<file path="src/rtl/square_wave_arbiter.sv">
`timescale 1ns/1ps
`default_nettype none
// ============================================================================
// Module      : square_wave_arbiter
// Description : Round-robin arbiter that lends one shared square-wave
//               generator to NUM_REQ requesters. The winner's half-period
//               and period count are captured at grant time. The burst
//               is then played out on square_wave, and done pulses to the
//               winner on the first cycle back in IDLE.
// Ports       : clk          - system clock, rising edge
//               rst_n        - asynchronous active-low reset
//               req          - per-requester burst request (level)
//               half_period  - flattened, slice i = requester i half-period
//               num_cycles   - flattened, slice i = requester i period count
//               grant        - one-hot, high for the whole winning burst
//               done         - one-cycle pulse to the winner at burst end
//               busy         - high while a burst is running
//               square_wave  - shared generated waveform
// Revision    : 1.0 - initial release
// ============================================================================
module square_wave_arbiter #(
    parameter int NUM_REQ = 4,
    parameter int CNT_W   = 32,
    parameter int PULSE_W = 16
) (
    input  logic                       clk,
    input  logic                       rst_n,
    input  logic [NUM_REQ-1:0]         req,
    input  logic [NUM_REQ*CNT_W-1:0]   half_period,
    input  logic [NUM_REQ*PULSE_W-1:0] num_cycles,
    output logic [NUM_REQ-1:0]         grant,
    output logic [NUM_REQ-1:0]         done,
    output logic                       busy,
    output logic                       square_wave
);

    localparam int c_ptr_w = $clog2(NUM_REQ);

    typedef enum logic [0:0] {
        ST_IDLE = 1'b0,
        ST_RUN  = 1'b1
    } state_t;

    state_t               r_state, w_state;
    logic [c_ptr_w-1:0]   r_ptr,   w_ptr;
    logic [CNT_W-1:0]     r_h,     w_h;
    logic [PULSE_W-1:0]   r_n,     w_n;
    logic [CNT_W-1:0]     r_cnt,   w_cnt;
    logic [PULSE_W:0]     r_tog,   w_tog;
    logic [NUM_REQ-1:0]   r_grant, w_grant;
    logic [NUM_REQ-1:0]   r_done,  w_done;
    logic                 r_busy,  w_busy;
    logic                 r_sq,    w_sq;

    logic [CNT_W-1:0]     w_hp [NUM_REQ];
    logic [PULSE_W-1:0]   w_nc [NUM_REQ];
    logic [c_ptr_w-1:0]   w_sel;
    logic                 w_any;
    logic [CNT_W-1:0]     w_hp_sel;
    logic [PULSE_W-1:0]   w_nc_sel;
    logic [PULSE_W:0]     w_tog_last;

    for (genvar gi = 0; gi < NUM_REQ; gi++) begin : g_slice
        assign w_hp[gi] = half_period[gi*CNT_W +: CNT_W];
        assign w_nc[gi] = num_cycles[gi*PULSE_W +: PULSE_W];
    end

    assign w_any    = |req;
    assign w_hp_sel = w_hp[w_sel];
    assign w_nc_sel = w_nc[w_sel];

    // Index of the final toggle of a burst: toggle number 2N happens when
    // the count of completed toggles is 2N-1. The extra bit keeps 2N exact.
    assign w_tog_last = {r_n, 1'b0} - (PULSE_W+1)'(1);

    // Round-robin search from ptr+1 upward with wrap. Walking the offsets
    // from farthest to nearest lets the nearest set request win last.
    always_comb begin
        w_sel = r_ptr;
        for (int k = NUM_REQ; k >= 1; k--) begin
            if (req[(int'(r_ptr) + k) % NUM_REQ]) begin
                w_sel = c_ptr_w'((int'(r_ptr) + k) % NUM_REQ);
            end
        end
    end

    always_comb begin
        w_state = r_state;
        w_ptr   = r_ptr;
        w_h     = r_h;
        w_n     = r_n;
        w_cnt   = r_cnt;
        w_tog   = r_tog;
        w_grant = r_grant;
        w_done  = '0;
        w_busy  = r_busy;
        w_sq    = r_sq;
        case (r_state)
            ST_IDLE: begin
                if (w_any) begin
                    w_state = ST_RUN;
                    w_ptr   = w_sel;
                    w_grant = NUM_REQ'(1) << w_sel;
                    // A zero half-period would never match cnt == H-1.
                    w_h     = (w_hp_sel == '0) ? CNT_W'(1) : w_hp_sel;
                    w_n     = w_nc_sel;
                    w_cnt   = '0;
                    w_tog   = '0;
                    w_busy  = 1'b1;
                    w_sq    = (w_nc_sel != '0);
                end
            end
            ST_RUN: begin
                if ((r_n == '0) ||
                    ((r_cnt == r_h - CNT_W'(1)) && (r_tog == w_tog_last))) begin
                    // Burst complete: done goes to whoever holds the grant.
                    w_state = ST_IDLE;
                    w_done  = r_grant;
                    w_grant = '0;
                    w_busy  = 1'b0;
                    w_sq    = 1'b0;
                    w_cnt   = '0;
                    w_tog   = '0;
                end else if (r_cnt == r_h - CNT_W'(1)) begin
                    w_sq  = ~r_sq;
                    w_cnt = '0;
                    w_tog = r_tog + (PULSE_W+1)'(1);
                end else begin
                    w_cnt = r_cnt + CNT_W'(1);
                end
            end
            default: begin
                w_state = ST_IDLE;
            end
        endcase
    end

    always_ff @(posedge clk or negedge rst_n) begin
        if (!rst_n) begin
            r_state <= ST_IDLE;
            // Pointing at the last index gives requester 0 first priority.
            r_ptr   <= c_ptr_w'(NUM_REQ - 1);
            r_h     <= '0;
            r_n     <= '0;
            r_cnt   <= '0;
            r_tog   <= '0;
            r_grant <= '0;
            r_done  <= '0;
            r_busy  <= 1'b0;
            r_sq    <= 1'b0;
        end else begin
            r_state <= w_state;
            r_ptr   <= w_ptr;
            r_h     <= w_h;
            r_n     <= w_n;
            r_cnt   <= w_cnt;
            r_tog   <= w_tog;
            r_grant <= w_grant;
            r_done  <= w_done;
            r_busy  <= w_busy;
            r_sq    <= w_sq;
        end
    end

    assign grant       = r_grant;
    assign done        = r_done;
    assign busy        = r_busy;
    assign square_wave = r_sq;

endmodule
`default_nettype wire

</file>
<file path="config.mk">
export PLATFORM = sky130hd
export DESIGN_NAME = square_wave_arbiter
export DESIGN_NICKNAME = d
export VERILOG_FILES = /design/src/rtl/square_wave_arbiter.sv
export SDC_FILE = /design/constraint.sdc
export NUM_CORES = 1
export LEC_CHECK = 0
export ABC_CLOCK_PERIOD_IN_PS = 10120
export CAP_MARGIN = 20
export CORE_ASPECT_RATIO = 2
export CORE_UTILIZATION = 52
export DETAILED_ROUTE_END_ITERATION = 7
export GPL_TIMING_DRIVEN = 0
export HOLD_SLACK_MARGIN = 0.02
export PLACE_DENSITY_LB_ADDON = 0.05
export SYNTH_ARGS = -nofsm -noshare
export SYNTH_HDL_FRONTEND = slang
export SYNTH_SLANG_ARGS = --single-unit
export TNS_END_PERCENT = 30
</file>
<file path="constraint.sdc">
create_clock -name clk -period 10.12 [get_ports clk]
set_input_delay 3.036 -clock clk [delete_from_list [all_inputs] [get_ports clk]]
set_output_delay 3.036 -clock clk [all_outputs]
set_load 0.02 [all_outputs]
</file>
==> key figures <==
Run status
  – Status: completed

Clock network
  – CTS Buf Count: 9
  – Setup Fix Bufs, Post-CTS: 0
  – CTS resizes: 0
  – Root Buffer: clkbuf_16
  – Worst-skew pair later-pin latency: 0.37 ns
  – CTS Buffer Depth: 2
  – H-tree Lvls: 3
  – CTS tree: yes
  – Cts hold-fix bufs: 0
  – Clock-pin slew on the worst setup and hold paths: 0.08 ns
  – Clock Sinks: 110

Floorplan
  – Starting Density: 53.6%
  – Core Box Area: 15,900 um2
  – Io pins: 208
  – Std-Cell Rows: 65
  – Die W: 92.4 um
  – Die area: 16,900 um2
  – Die Y: 183 um

Logic synthesis
  – Synth top area cells: dfrtp_1, nand2_1, mux2i_1
  – Synth Flop Type: dfrtp_1
  – Synth Area in Compound Gates: 13.7%
  – Register area share after synthesis: 32.4%
  – Synth cell types: 71
  – Yosys top cell area share: 31.8%
  – Cell taking the most area after synthesis: dfrtp_1
  – Post-Syn Instances: 1,044
  – Post-synthesis adder-cell area fraction: 0.736%
  – Simple-gate share of the synthesized area: 30.5%
  – Mapped Area: 8500 um2
  – Synth Area in XOR/XNOR: 7.89%
  – Avg Cell Area, Syn: 8.14 um2
  – Flops & latches, synth: 110
  – Yosys Warn Count: 0
  – Syn nets: 1,247
  – Post-synthesis mux area share: 10.6%
  – Fraction of synthesis flops using an asynchronous set or reset pin: 100%
  – Largest family of logic cells by synthesized area: simple AND/OR/NAND/NOR gates
  – Number of enable flip-flop cells after synthesis: 0

Global routing
  – Initial antenna violation count: 0
  – Global-route wire length before repair: 47.1 mm
  – Largest net degree at the start of global routing: 70
  – Total track usage: 36.7%
  – Grt ovf: 0
  – Vias in the first global route: 9,155

Finish
  – Final instance area: 11,200 um2
  – Fillers: 1,403
  – N_diodes: 0
  – Layout Area Growth over Synthesis: 31.2%
  – Fin nets: 1,467
  – Share of cells above drive strength 1: 6.46%
  – Fin util: 70.3%

Setup path
  – Critical path type: input pin to flop
  – Worst endpoint required time: 10.42 ns
  – Crit-path most repeated cell: mux2i_1
  – Max Fanout on Critical Path: 10
  – CP arrival: 7.39 ns
  – Crit path cell chain: clkdlybuf4s50_1, mux2i_1, nor2_1, nor3_1, clkbuf_1, clkbuf_1, buf_1, mux2i_1, mux2i_1, nor4_1, nand4_1, nor4_1, o31a_1
  – Crit. End Element: flop
  – Slowest-stage cell, CP: buf_1
  – Slowest cell delay on critical path: 0.74 ns
  – CP startpoint kind: input pin

Placed design
  – Place WS: 2.63 ns
  – Routability cong.: 0.961
  – Dpl hpwl: 24.1 mm
  – Placed Area: 10,800 um2
  – Port Buffers: 207

Routing
  – Detailed Route Iter0 Violations: 511
  – Drt total wl: 30.3 mm
  – TritonRoute pass-1 iters: 6
  – Via count: 8,984
  – Vias per cell: 6.11
  – Post-DRT Antenna Nets: 0
  – Wire length per cell: 20.6 um
  – Drt drc: 0

STA
  – Post-route clock period utilization: 70.0%
  – RSZ-0062 raised after global routing: false
  – Setup tns final: 0 ns
  – Final setup margin: 3.03 ns
  – Rel. slew slack: 35.9%
  – Max Clk Rate: 0.141 GHz
  – Max Clock Skew: 0.0131 ns
  – Slew of the pin with the lowest slew margin: 0.962 ns
  – # setup viols final: 0
  – Hold Slack: 0.517 ns
  – Final max-slew violation count: 0
  – Final min period: 7.09 ns
  – Final hold violations: 0

Power
  – PwrDens: 120 nW/um2
  – VDD IR max: 0.0741 mV
  – Leakage: 4.74 nW

Flow run
  – Max cap viols: 0

Worst hold path
  – Worst Hold Class: flop to flop
## critical path, delay by kind of cell
family | cells | cell delay [ns]
AOI/OAI and AO/OA | 1 | 0.18
buffers and inverters | 4 | 2.26
and+or+nand+nor | 5 | 1.31
muxes | 3 | 0.58
## power by group
| part | total (mW) | internal [mW] | leakage, nW | switching, mW |
|---|---|---|---|---|
| Clock | 0.368 | 0.180 | 0.144 | 0.188 |
| Combinational | 0.439 | 0.207 | 3.20 | 0.233 |
| Sequential | 0.531 | 0.476 | 1.39 | 0.0551 |
| Total | 1.34 | 0.863 | 4.74 | 0.475 |
## cell usage in the layout (no fill, tap or decap), drive strengths merged, types with 6 or more instances in the layout
master,count
nand2,205
a211oi,6
nor4,21
a31oi,20
nor2b,18
xor2,33
a2111oi,7
a32o,6
or4,13
nand3,60
o21ai,29
nor2,72
clkbuf,55
mux2,31
inv,20
and3,19
and2,10
xnor2,41
clkdlybuf4s50,206
dfrtp,108
nor3,32
a22o,14
nand4,18
nand2b,11
or3,14
mux2i,55
o31ai,16
a21oi,16
buf,24
nand3b,6
## cell families (layout without fill, tap and decap cells)
logic type,after synthesis,in the layout
simple gates,526,526
fa+ha+maj,5,5
buf+inv,83,308
mux,86,86
compound gates,159,159
xor+xnor,75,75
flops,110,110
## sequential cells by signal, indices dropped and copies added (netlist names)
register / cells
r_h: 32
done: 4
r_n: 16
r_ptr: 2
busy: 1
r_tog: 17
r_cnt: 32
r_state: 1
grant: 4
square_wave: 1
## per-layer routing
layer | track usage, % | vias to the layer above | part of all wire (%)
met1 | 37.3 | 4256 | 35
met3 | 4.93 | 136 | 5.3
li1 | - | 4184 | -
met2 | 69.2 | 408 | 53
met4 | 22.1 | 0 | 6.6
met5 | 0 | - | 0
## layout make-up
| class | instances | area, um2 | area share [%] |
|---|---|---|---|
| Multi-Input combinational cell | 851 | 5390 | 48.3 |
| Sequential cell | 110 | 2760 | 24.7 |
| Timing Repair Buffer | 209 | 2100 | 18.8 |
| Buffer | 66 | 293 | 2.63 |
| Tap cell | 201 | 251 | 2.25 |
| Clock buffer | 10 | 239 | 2.14 |
| Inverter | 17 | 63.8 | 0.572 |
| Clock inverter | 6 | 61.3 | 0.550 |
## Yosys cell counts, types with 4 or more instances
master and instances:
nand3_1 60, nand2b_1 11, o21ai_0 29, dfrtp_1 108
buf_1 9, or3_1 14, buf_6 4, nand3b_1 6
and3_1 19, nand4_1 18, a32o_1 6, nor2b_1 18
or2_2 5, nand4b_1 5, nor4_1 20, and2_1 10
nor2_1 71, nand2_1 205, clkbuf_1 43, a2111oi_0 6
nor4b_1 5, mux2i_1 55, a211oi_1 6, nor3b_1 4
inv_1 17, o31a_1 4, buf_2 8, mux2_2 31
ha_1 5, o31ai_1 16, a22o_1 14, a21oi_1 15
a31oi_1 20, or4_1 11, xor2_1 33, a21boi_0 5
xnor2_1 41, nor3_1 31
## through the flow
step / std cells / total power, mW
finish: 1470 / 1.34
CTS: 1469 / 1.33
detailed placement: 1453 / 0.969
floorplan: 1044 / 0.778
global placement: 1452 / 0.959
global route: 1470 / 1.39
## path summary, 6_finish.rpt
check / start / slack, ns / depth (start not counted) / end
max: req[3] / 3.03 / 13 / r_h[0]
min: busy / 0.52 / 2 / busy
max reg2reg: r_ptr[1] / 5.32 / 13 / r_h[0]
min reg2reg: busy / 0.52 / 2 / busy
max in group asynchronous: rst_n / 6.71 / 2 / r_tog[8]
min in group asynchronous: rst_n / 2.65 / 1 / r_cnt[23]
Note: power is estimated with default switching activity, not from simulation.
==> edit 1 (same flow settings) <==
Change the parameter `CNT_W` from 32 to 48.
--- a/src/rtl/square_wave_arbiter.sv
+++ b/src/rtl/square_wave_arbiter.sv
@@ -22,3 +22,3 @@
     parameter int NUM_REQ = 4,
-    parameter int CNT_W   = 32,
+    parameter int CNT_W   = 48,
     parameter int PULSE_W = 16
Interface: changed (resized half_period); port bits go from 208 to 272. No check against the original RTL was run, so the function may have changed too.
==> edit 1 against the original RTL <==
Final area rose by 30%. Power rose by 46%. First-iteration DRC count rose by 90%. Worst setup slack got worse by 0.13 ns. Combinational power rose by 35%. Highest routed layer unchanged. Sequential cell count rose by 32. Synthesized area rose by 27%. Wire length rose by 54%. Worst hold slack improved by 0.0060 ns. Largest cell class unchanged. Die area rose by 27%. Critical endpoint is now square_wave.
==> edit 1: results <==
group,metric,value,unit
outcome,status,"complete, no violations",
layout,seq_share,0.245,
pwr,peakVddDrop,0.103,mV
setup_path,cp-startpoint,"req[2]",
layout,clk_share,0.0418,
drt,dr.pass1.iters,5,
layout,buffer_area_frac,0.214,
yosys,synth_xor_area_frac,0.0995,
layout,nNonClkBuffers,361,
layout,syn_to_final_growth,34.1,%
timing,worst_clock_skew,0.00860,ns
layout,flops_and_latches,142,
drt,post_drt_wl_per_cell,22.5,um
yosys,synth_compound_area_frac,0.144,
yosys,synth_commonest_cells,"468 x nand2_1, 163 x o21ai_0, 140 x dfrtp_1, 101 x nor2_1, 96 x nand3_1",
layout,multi_input_cells,1262,
clock_network,cts_max_level,4,
global_routing,use_met2,0.799,
setup_path,critical-path-max-stage-delay,0.79,ns
global_routing,grt_pass1_wl,70700,um
placed_design,io_buffers,271,
yosys,yosysSeqAreaShare,0.328,
global_routing,grt_usage,0.444,
global_routing,use_met3,0.0940,
drt,routed_wirelength,46800,um
hold_path,whs_path_depth,1,
layout,reg_top3,"r_cnt (48), r_h (48), r_tog (17)",
setup_path,r2r_cells,15,
layout,multi_input_comb_area,0.00684,sq mm
setup_path,rr_startpoint,"r_h[0]",
yosys,ys_top_cells_by_area,"dfrtp_1 32%, nand2_1 16%, o21ai_0 7.5%",
placed_design,hpwl,37300,um
global_routing,grt_max_degree,98,
yosys,syn_nets,1780,
yosys,yosys.area_share.adder,0.00462,
pwr,leakage,0.00609,uW
layout,drive_gt1_frac,0.0440,
yosys,synth.distinct_cells,76,
clock_network,cts-buffers-inserted,17,
clock_network,insertion_delay,0.44,ns
layout,fillCellCount,1729,
drt,vias,12800,
yosys,postSynthCellCount,1514,
yosys,synth.avg_cell_area,7.15,sq um
drt,drtIter0Drc,972,
placed_design,place_area,0.0139,sq mm
yosys,muxShareOfSynthArea,0.00566,
placed_design,gp_congestion,1.05,
global_routing,use_met1,0.403,
## edit 1: changes by cell type after synthesis, moves of 32 or more
cell,before,now
mux2i_1,55,5
nand2_1,205,468
nand3_1,60,96
o21ai_0,29,163
dfrtp_1,108,140
## edit 1: power by group
part / switching [uW] / total, uW / internal, uW
Sequential: 88.9 / 706 / 617
Clock: 262 / 656 / 395
Combinational: 348 / 594 / 246
Total: 699 / 1960 / 1260
## edit 1: worst paths after layout
| path | end | slack (ns) |
|---|---|---|
| max | square_wave | 2.91 |
| min | done[0] | 0.52 |
| max reg2reg | r_cnt[40] | 5.15 |
| min reg2reg | done[0] | 0.52 |
| max in group asynchronous | done[0] | 6.75 |
| min in group asynchronous | r_cnt[43] | 2.51 |
## edit 1: metal layers
metal  share of wire  vias up
li1                -     5792
met1            0.31     5934
met2            0.50      807
met3           0.072      294
met4            0.11        0
met5               0        -
==> edit 2 (config.mk and constraints unchanged) <==
Without the edit above. `r_h` no longer has a reset.
--- a/src/rtl/square_wave_arbiter.sv
+++ b/src/rtl/square_wave_arbiter.sv
@@ -142,3 +142,2 @@
             r_ptr   <= c_ptr_w'(NUM_REQ - 1);
-            r_h     <= '0;
             r_n     <= '0;
@@ -153,3 +152,2 @@
             r_ptr   <= w_ptr;
-            r_h     <= w_h;
             r_n     <= w_n;
@@ -164,2 +162,6 @@
 
+    always_ff @(posedge clk) begin
+        r_h <= w_h;
+    end
+
     assign grant       = r_grant;
Behaviour: no difference found for any inputs over 4 cycles, from zero or initial values and one cycle with rst_n low; that may be too few to reach the edited logic, so the function may still have changed.
==> edit 2 against the original RTL <==
Register-to-register slack improved by 0.26 ns. Die area fell by 2.3%. Count of clock-buffer cells in the layout unchanged. Combinational power is 21% lower. Worst setup slack improved by 0.76 ns. Sequential cell count unchanged. Power is 7.5% lower. Final area down 1.3%. Synthesized cell count shrank 0.77%. Wire length is 3.2% higher. Synthesized area decreased by 2.4%. Global-route usage rose by 1.2 points.
==> edit 2: results <==
group,metric,value,unit
outcome,status,"complete, no violations",
placed_design,hpwl,25700,um
setup_path,cp_slowest_cell,"o21ai_0",
clock_network,cts_max_level,3,
clock_network,clk_path_buf_depth,2,
clock_network,ctsResizeCount,0,
setup_path,cp-startpoint,"req[3]",
pwr,peakVddDrop,0.0873,mV
setup_path,critPathMaxFanout,10,
placed_design,io_buffers,207,
yosys,yosysSeqAreaShare,0.351,
yosys,yosys_warnings,0,
yosys,synth_commonest_cells,"207 x nand2_1, 98 x nor2_1, 76 x dfrtp_1, 59 x o21ai_0, 56 x clkbuf_1",
yosys,async_reset_ff_frac,0.709,
clock_network,cts_setup_buffers,0,
timing,worst_clock_skew,0.0175,ns
placed_design,gp_congestion,1.01,
pwr,switching_share,0.325,
yosys,synth.distinct_cells,76,
layout,drive_gt1_frac,0.0658,
pwr,leakage,0.00432,uW
pwr,pg_seq,504,uW
setup_path,crit_path_end,"square_wave",
layout,nets,1459,
yosys,synth_edf_count,32,
drt,drtIter0Drc,471,
drt,dr.pass1.iters,5,
clock_network,insertion_delay,0.36,ns
setup_path,critical-path-max-stage-delay,0.64,ns
setup_path,critPathTopFamily,"compound AO/OA/AOI/OAI gates",
hold_path,hold_path.class,"reg2reg",
clock_network,clk_pin_slew_worst_paths,0.08,ns
global_routing,grt_max_degree,46,
setup_path,cp.arrival,6.56,ns
setup_path,rrSetupSlack,5.58,ns
clock_network,cts_hold_buf,0,
yosys,syn_nets,1239,
clock_network,cts-buffers-inserted,9,
pwr,power.switching,402,uW
setup_path,rr_startpoint,"r_h[0]",
global_routing,grt_usage,0.379,
drt,via_per_inst,6.14,
global_routing,grt_pass1_vias,9010,
global_routing,grt_pass1_wl,47300,um
layout,reg_top3,"r_cnt (32), r_h (32), r_tog (17)",
clock_network,clock_tree.root_cell,"clkbuf_16",
pwr,clock_power_share,0.311,
global_routing,antenna_found_initial,2,
drt,routed_wirelength,31300,um
setup_path,rr_endpoint,"r_tog[11]",
timing,worst_pin_slew,1.17,ns
setup_path,r2r_cells,14,
yosys,ys_top_cells_by_area,"dfrtp_1 23%, edfxtp_1 12%, nand2_1 9.4%",
## edit 2: per-stage QoR
stage | cell area, sq um | hold WS [ns] | util | cells | setup slack, ns
global route | 11000 | 0.540 | 0.701 | 1464 | 3.64
detailed placement | 10700 | 0.503 | 0.680 | 1446 | 3.49
CTS | 11000 | 0.526 | 0.701 | 1462 | 3.86
finish | 11000 | 0.526 | 0.701 | 1464 | 3.79
global placement | 10600 | 0.486 | 0.677 | 1444 | 3.24
floorplan | 8300 | 0.482 | - | 1036 | 5.02
## edit 2: worst min-delay path by stage
stage	depth (start not counted)	to	slack [ns]	from
2_1_floorplan	2	r_n[15]	0.48	r_n[15]
3_3_place_gp	2	busy	0.49	busy
3_5_place_dp	2	busy	0.50	busy
4_1_cts	2	busy	0.53	busy
5_1_grt	1	done[3]	0.54	grant[3]
6_report	1	done[3]	0.53	grant[3]
## edit 2: layout make-up
class                      count  area [sq um]
clock inverter                 6          80.1
multi-input combinational    836          5040
sequential                   110          2920
timing repair buffer         209          2120
antenna                        2          5.00
clock buffer                  10           250
fill                        1349          4690
inverter                      24          90.1
tap                          201           251
buffer                        66           256
## edit 2: logic make-up (layout without fill, tap and decap cells)
logic type                 Yosys count  after routing  synth area share
adders and majority gates            5              5           0.00754
buffers and inverters               90            315            0.0418
xor gates and xnor gates            76             76            0.0802
and+or+nand+nor                    522            522             0.314
other                                0              2                 0
DFF                                110            110             0.351
AOI/OAI and AO/OA                  194            194             0.153
muxes                               39             39            0.0522
## edit 2: layer usage
layer	wire, um	share of wire	up-vias	GRT usage
met5	0	0	-	0
met4	2690	0.086	0	0.295
met3	1670	0.053	131	0.0565
met2	17200	0.55	436	0.728
met1	9770	0.31	4250	0.342
li1	-	-	4172	-
